`src/rtl/pcie_pkg.sv`:
```
// Shared constants and types for the PCIe virtual-channel arbiter slice.
// The ARB_ROUND_ROBIN_EN macro selects the arbitration policy in vc_arb_grant and vc_arbiter.
package pcie_pkg;

  localparam int WORD_SIZE = 6;
  localparam int DEST_BIT  = WORD_SIZE - 2;

  typedef enum logic {
    IDLE   = 1'b0,
    ACTIVE = 1'b1
  } arb_state_e;

  localparam logic VC0 = 1'b0;
  localparam logic VC1 = 1'b1;

  // Destination-select bit position for a given word width.
  function automatic int dest_bit(input int ws);
    return ws - 2;
  endfunction

endpackage

```
`src/rtl/vc_arb_grant.sv`:
```
// Combinational eligibility check and single-winner grant between VC0 and VC1.
// ARB_ROUND_ROBIN_EN defined: round-robin on rr_ptr; undefined: VC0 strict priority.
module vc_arb_grant #(
  parameter int WORD_SIZE = pcie_pkg::WORD_SIZE
) (
  input  logic                 en,
  input  logic                 vc0_empty,
  input  logic                 vc1_empty,
  input  logic [WORD_SIZE-1:0] vc0_data,
  input  logic [WORD_SIZE-1:0] vc1_data,
  input  logic                 d0_almost_full,
  input  logic                 d1_almost_full,
`ifdef ARB_ROUND_ROBIN_EN
  input  logic                 rr_ptr,
`endif
  output logic                 pop_vc0,
  output logic                 pop_vc1
);
  import pcie_pkg::*;

  localparam int DEST = dest_bit(WORD_SIZE);

  logic elig0;
  logic elig1;

  // Each VC looks only at the D FIFO its own head word targets, so one blocked VC never stalls the other.
  assign elig0 = !vc0_empty && !(vc0_data[DEST] ? d1_almost_full : d0_almost_full);
  assign elig1 = !vc1_empty && !(vc1_data[DEST] ? d1_almost_full : d0_almost_full);

  always_comb begin
    pop_vc0 = 1'b0;
    pop_vc1 = 1'b0;
    if (en) begin
`ifdef ARB_ROUND_ROBIN_EN
      if (elig0 && elig1) begin
        pop_vc0 = (rr_ptr == VC0);
        pop_vc1 = (rr_ptr == VC1);
      end else begin
        pop_vc0 = elig0;
        pop_vc1 = elig1;
      end
`else
      pop_vc0 = elig0;
      pop_vc1 = elig1 && !elig0;
`endif
    end
  end

endmodule

```
`src/rtl/vc_arbiter.sv`:
```
// Schedules VC0/VC1 FIFO heads onto the D0/D1 demux with a one-cycle registered push.
// ARB_ROUND_ROBIN_EN defined builds the round-robin pointer; otherwise VC0 has strict priority.
module vc_arbiter #(
  parameter int WORD_SIZE = pcie_pkg::WORD_SIZE,
  parameter int CNT_W     = 8
) (
  input  logic                 clk,
  input  logic                 reset,
  input  logic                 init,
  input  logic                 vc0_empty,
  input  logic                 vc1_empty,
  input  logic [WORD_SIZE-1:0] vc0_data,
  input  logic [WORD_SIZE-1:0] vc1_data,
  input  logic                 d0_almost_full,
  input  logic                 d1_almost_full,
  output logic                 pop_vc0,
  output logic                 pop_vc1,
  output logic                 push_d0,
  output logic                 push_d1,
  output logic [WORD_SIZE-1:0] data_out,
  output logic                 active_out,
  output logic                 idle_out,
  output logic [CNT_W-1:0]     served_vc0,
  output logic [CNT_W-1:0]     served_vc1
);
  import pcie_pkg::*;

  localparam int DEST = dest_bit(WORD_SIZE);

  arb_state_e           state_q, state_d;
  logic                 grant_en;
  logic                 pop_any;
  logic [WORD_SIZE-1:0] word_sel;
  logic                 push_d0_q, push_d1_q;
  logic [WORD_SIZE-1:0] data_q;
  logic [CNT_W-1:0]     served_vc0_q, served_vc0_d;
  logic [CNT_W-1:0]     served_vc1_q, served_vc1_d;

  assign grant_en = (state_q == ACTIVE) && !init;

`ifdef ARB_ROUND_ROBIN_EN
  logic rr_ptr_q, rr_ptr_d;

  // Pointer favours the VC that was not served last.
  always_comb begin
    rr_ptr_d = rr_ptr_q;
    if (init)         rr_ptr_d = VC0;
    else if (pop_vc0) rr_ptr_d = VC1;
    else if (pop_vc1) rr_ptr_d = VC0;
  end

  always_ff @(posedge clk or posedge reset) begin
    if (reset) rr_ptr_q <= VC0;
    else       rr_ptr_q <= rr_ptr_d;
  end
`endif

  vc_arb_grant #(.WORD_SIZE(WORD_SIZE)) u_grant (
    .en             (grant_en),
    .vc0_empty      (vc0_empty),
    .vc1_empty      (vc1_empty),
    .vc0_data       (vc0_data),
    .vc1_data       (vc1_data),
    .d0_almost_full (d0_almost_full),
    .d1_almost_full (d1_almost_full),
`ifdef ARB_ROUND_ROBIN_EN
    .rr_ptr         (rr_ptr_q),
`endif
    .pop_vc0        (pop_vc0),
    .pop_vc1        (pop_vc1)
  );

  assign pop_any  = pop_vc0 || pop_vc1;
  assign word_sel = pop_vc1 ? vc1_data : vc0_data;

  always_comb begin
    state_d = state_q;
    if (init) begin
      state_d = IDLE;
    end else begin
      case (state_q)
        IDLE:    if (!vc0_empty || !vc1_empty) state_d = ACTIVE;
        ACTIVE:  if (vc0_empty && vc1_empty && !pop_any) state_d = IDLE;
        default: state_d = IDLE;
      endcase
    end
  end

  always_comb begin
    served_vc0_d = served_vc0_q + CNT_W'(pop_vc0);
    served_vc1_d = served_vc1_q + CNT_W'(pop_vc1);
    if (init) begin
      served_vc0_d = '0;
      served_vc1_d = '0;
    end
  end

  // The word granted now is pushed next cycle even if init rises meanwhile.
  always_ff @(posedge clk or posedge reset) begin
    if (reset) begin
      state_q      <= IDLE;
      push_d0_q    <= 1'b0;
      push_d1_q    <= 1'b0;
      data_q       <= '0;
      served_vc0_q <= '0;
      served_vc1_q <= '0;
    end else begin
      state_q      <= state_d;
      push_d0_q    <= pop_any && !word_sel[DEST];
      push_d1_q    <= pop_any && word_sel[DEST];
      if (pop_any) data_q <= word_sel;
      served_vc0_q <= served_vc0_d;
      served_vc1_q <= served_vc1_d;
    end
  end

  assign push_d0    = push_d0_q;
  assign push_d1    = push_d1_q;
  assign data_out   = data_q;
  assign active_out = (state_q == ACTIVE);
  assign idle_out   = (state_q == IDLE);
  assign served_vc0 = served_vc0_q;
  assign served_vc1 = served_vc1_q;

endmodule
```
`config.mk`:
```
export PLATFORM = sky130hd
export DESIGN_NAME = vc_arbiter
export DESIGN_NICKNAME = d
export VERILOG_FILES = /design/src/rtl/pcie_pkg.sv /design/src/rtl/vc_arb_grant.sv /design/src/rtl/vc_arbiter.sv
export SDC_FILE = /design/constraint.sdc
export NUM_CORES = 1
export LEC_CHECK = 0
export BUFFER_PORTS_ARGS = -buffer_cell sky130_fd_sc_hd__buf_2
export CORE_MARGIN = 10
export CORE_UTILIZATION = 51
export CTS_CLUSTER_SIZE = 8
export DETAILED_ROUTE_END_ITERATION = 8
export PLACE_DENSITY = 0.8
export SETUP_SLACK_MARGIN = 0.4
export SYNTH_ARGS = -nofsm -noshare
export SYNTH_HDL_FRONTEND = slang
export SYNTH_HIERARCHICAL = 1
export SYNTH_SLANG_ARGS = --single-unit
```
`constraint.sdc`:
```
create_clock -name clk -period 7.6 [get_ports clk]
set_input_delay 2.28 -clock clk [delete_from_list [all_inputs] [get_ports clk]]
set_output_delay 2.28 -clock clk [all_outputs]
set_load 0.01 [all_outputs]
```
==> out/results.txt <==
Clock skew on the completed layout was measured at 15.1 ps. The total I/O pin count is 47, and the number of hold violations in the final report is 0. The deepest level of the CTS H-tree was 1; the number of buffers added by the clock tree synthesis step was 3. For the starting utilization of the core area, the log shows 53.2%. Setup repair after global routing left no endpoint under its margin. Summed over all instances, the cell type with the most area after synthesis is dfrtp_1. Across the run, the number of max-cap violations was 0.

Of the total power, combinational logic draws 16.0%. Type of the worst setup path: in2out. The tools report the utilization after layout as 66.1%. STA classifies the critical path endpoint as an output port. The areal power density over the cells was 172 nW/µm².

The worst-case setup slack after placement is 2090 ps. After detailed routing, the number of remaining DRC violations is 0. The number of standard-cell rows in the floorplan was 17. The type of element launching the critical path is an input port. The floorplan step set the die width to 68.0 µm. Mean routed wirelength per cell: 14.8 µm.

The clock transition time at the flip-flop clock pins of the worst setup and hold paths is 130 ps, and the hold buffer count at CTS is 0. The tools report the number of clock sinks seen by CTS as 25. The path category of the worst min-delay check is reg2reg. The run finished with clean final reports.

The tools report the normalized max-slew margin as 38.9%. The die covers 4630 µm². Summed over all nets, the half-perimeter wirelength after detailed placement is 2.23 mm.

Per report_power, the sequential group accounts for 59.4% of the total. For the worst setup path, the data arrival time is 3230 ps. The switching share of total power works out to 28.0%. The top cell types in the final layout, fill and taps aside, are 46 x buf_2, 25 x dfrtp_1, 14 x o21ai_0. The total of endpoints with negative setup slack in the final report came out at 0.

For met2 alone, demand over resource in global routing was 21.5%. The transition time of the tightest slew-check pin was 915 ps; the height of the chip was 68.0 µm. The fraction of layout instances using a drive strength above 1 is 32.9%. In this run the clock root is driven by a clkbuf_4.

The final count of pins violating max slew was 0. The largest fanout on the critical path was 18. In this run the power spent charging and discharging nets is 0.0000702 W. The run gives 6 as the number of warning messages in the yosys log. At the end of routability-driven placement, the weighted congestion stood at 0.786. The total routing usage reported by global routing is 12.9%, and the number of port buffers is 46.

Using the TritonRoute via totals, the vias-per-cell ratio works out to 5.30. Entering global routing, the biggest net connects 26 pins. The area of the core was 2210 µm². The worst-case IR drop observed on VDD is 0.153 mV. The run gives 1,017 as the total via count in the routed design. The clock network is responsible for 24.6% of the overall power.

The number of library cell types mapped by synthesis was 24. The number of fill cells was 183. After layout, the worst path uses 72.5% of the clock period. The layer flagged by global routing as most heavily used is met2.

The relative area change from synthesis to final layout works out to 24.4%. Timing would allow up to 182 MHz. The layout net count was 188. TritonCTS built the clock tree. The total of flip-flops plus latches after synthesis was 25. The final sum of negative setup slack was 0 ps; the internal power was 0.000181 W.

The clock period could shrink to 5510 ps. After detailed routing, the total wire length is 2.85 mm. Counting every net in the synthesized netlist gives 140. Global routing consumed, on the met3 layer, 5.55% of the routing resources. The detailed router finished its first iteration with 41 violations. The via count of the first global-routing pass came out at 1,123. The remaining number of nets flagged by the antenna check after routing came out at 0.

Yosys attributes the largest share of cell area to dfrtp_1 53%, o21ai_0 6.0%, a21oi_1 4.3%, ha_1 4.3%, mux2i_1 4.3%. The met1 track utilization from global routing is 14.4%, and the slack of the worst reg-to-reg path is 5300 ps. For the count of antenna diodes in the layout, the log shows 0. The run gives 4.83 mm as the first-pass GRT wire length. The cell count after synthesis came out at 117.

The post-cts repair resize count was 0; the maximum clock path buffer count was 2. The logs give 0 for the post-CTS setup buffer count and 4 for the total iterations of the first detailed-routing run. The tools report the final worst slack as 2090 ps. For this design the static power due to leakage is 0.756 nW. Sequential cells were found to cover 53.2% of the synthesized design area. The tools report the overflow left after global routing as 0. Leaving out fill and tap cells, the most frequent cell in the layout is buf_2.

After synthesis the cells add up to 1180 µm². For the number of antenna violations at the first check in global routing, the log shows 0. The clock reaches the later pin of the worst-skew pair after 330 ps. The area fraction of the dominant cell type after synthesis is 53.2%, and the worst path required time is 5320 ps. Mean instance size in the synthesized netlist: 10.1 µm².
## path summary, 6_finish.rpt
check | from | to | cells after the start
worst min register to register | data_out[4] | data_out[4] | 2
worst min-delay path | data_out[4] | data_out[4] | 2
worst max-delay path | init | pop_vc1 | 5
max in group asynchronous | reset | push_d0 | 2
worst max register to register | active_out | served_vc1[6] | 10
min in group asynchronous | reset | served_vc0[3] | 2
## per-stage QoR
step	instance area (µm²)	hold slack, ps	power (W)	cells
after global routing	1460	604	0.000264	192
after detailed placement	1430	543	0.000193	188
final	1460	559	0.000251	192
after global placement	1430	529	0.000190	188
after floorplan	1180	564	0.000171	117
after CTS	1460	564	0.000253	192
## layer usage
metal | part of all wire [%] | vias to the layer above | routed length (µm)
met2 | 48 | 43 | 1370
li1 | - | 496 | -
met3 | 11 | 2 | 327
met1 | 40 | 476 | 1140
met4 | 0.46 | 0 | 13
met5 | 0 | - | 0
## cell families (layout without fill, tap and decap cells)
group           Yosys count  in the layout  share of synthesized area [%]
mux                       5              5                           4.26
simple gates             44             44                           20.1
fa+ha+maj                 4              4                           4.26
xor+xnor                  6              6                           4.47
compound gates           26             26                           11.4
flops                    25             25                           53.2
buf+inv                   7             54                           2.34
## worst max-delay path: stages
cell and delay (ps):
buf_2 200, nor2_1 170, or2b_1 240, a21oi_1 160, buf_2 170
## power by group through the flow
stage	Sequential [W]	Clock, W	Combinational (W)
after CTS	0.000149	0.0000628	0.0000415
after detailed placement	0.000151	0	0.0000418
final	0.000149	0.0000618	0.0000401
after floorplan	0.000156	0	0.0000152
after global placement	0.000150	0	0.0000394
after global routing	0.000151	0.0000668	0.0000464
## registers in the layout (all words and copies together) (netlist names)
signal,cells
served_vc0,8
served_vc1,8
data_out,6
active_out,1
push_d0,1
push_d1,1
## layout make-up
| type | count | area (µm²) | share of cell area [%] |
|---|---|---|---|
| clock buffer | 3 | 22.5 | 1.54 |
| clock inverter | 1 | 7.51 | 0.513 |
| inverter | 3 | 11.3 | 0.770 |
| multi-input combinational | 85 | 523 | 35.8 |
| sequential | 25 | 626 | 42.8 |
| tap | 28 | 35.0 | 2.40 |
| timing repair buffer | 47 | 238 | 16.3 |
## cells in the mapped netlist
| library cell | instances |
|---|---|
| mux2i_1 | 5 |
| o21ai_0 | 14 |
| or3_1 | 7 |
| xnor2_1 | 2 |
| a21oi_1 | 10 |
| inv_1 | 3 |
| nand4_1 | 1 |
| nand3_1 | 7 |
| nor2b_1 | 5 |
| dfrtp_1 | 25 |
| or2b_1 | 1 |
| a21o_1 | 1 |
| a31oi_1 | 1 |
| and3b_2 | 1 |
| nor2_1 | 8 |
| nand2_1 | 10 |
| nand4_2 | 1 |
| buf_2 | 1 |
| clkbuf_1 | 3 |
| ha_1 | 4 |
| and2b_2 | 1 |
| and2b_1 | 1 |
| nand2b_1 | 1 |
| xor2_1 | 4 |
Power figures use the tool's default switching activity.
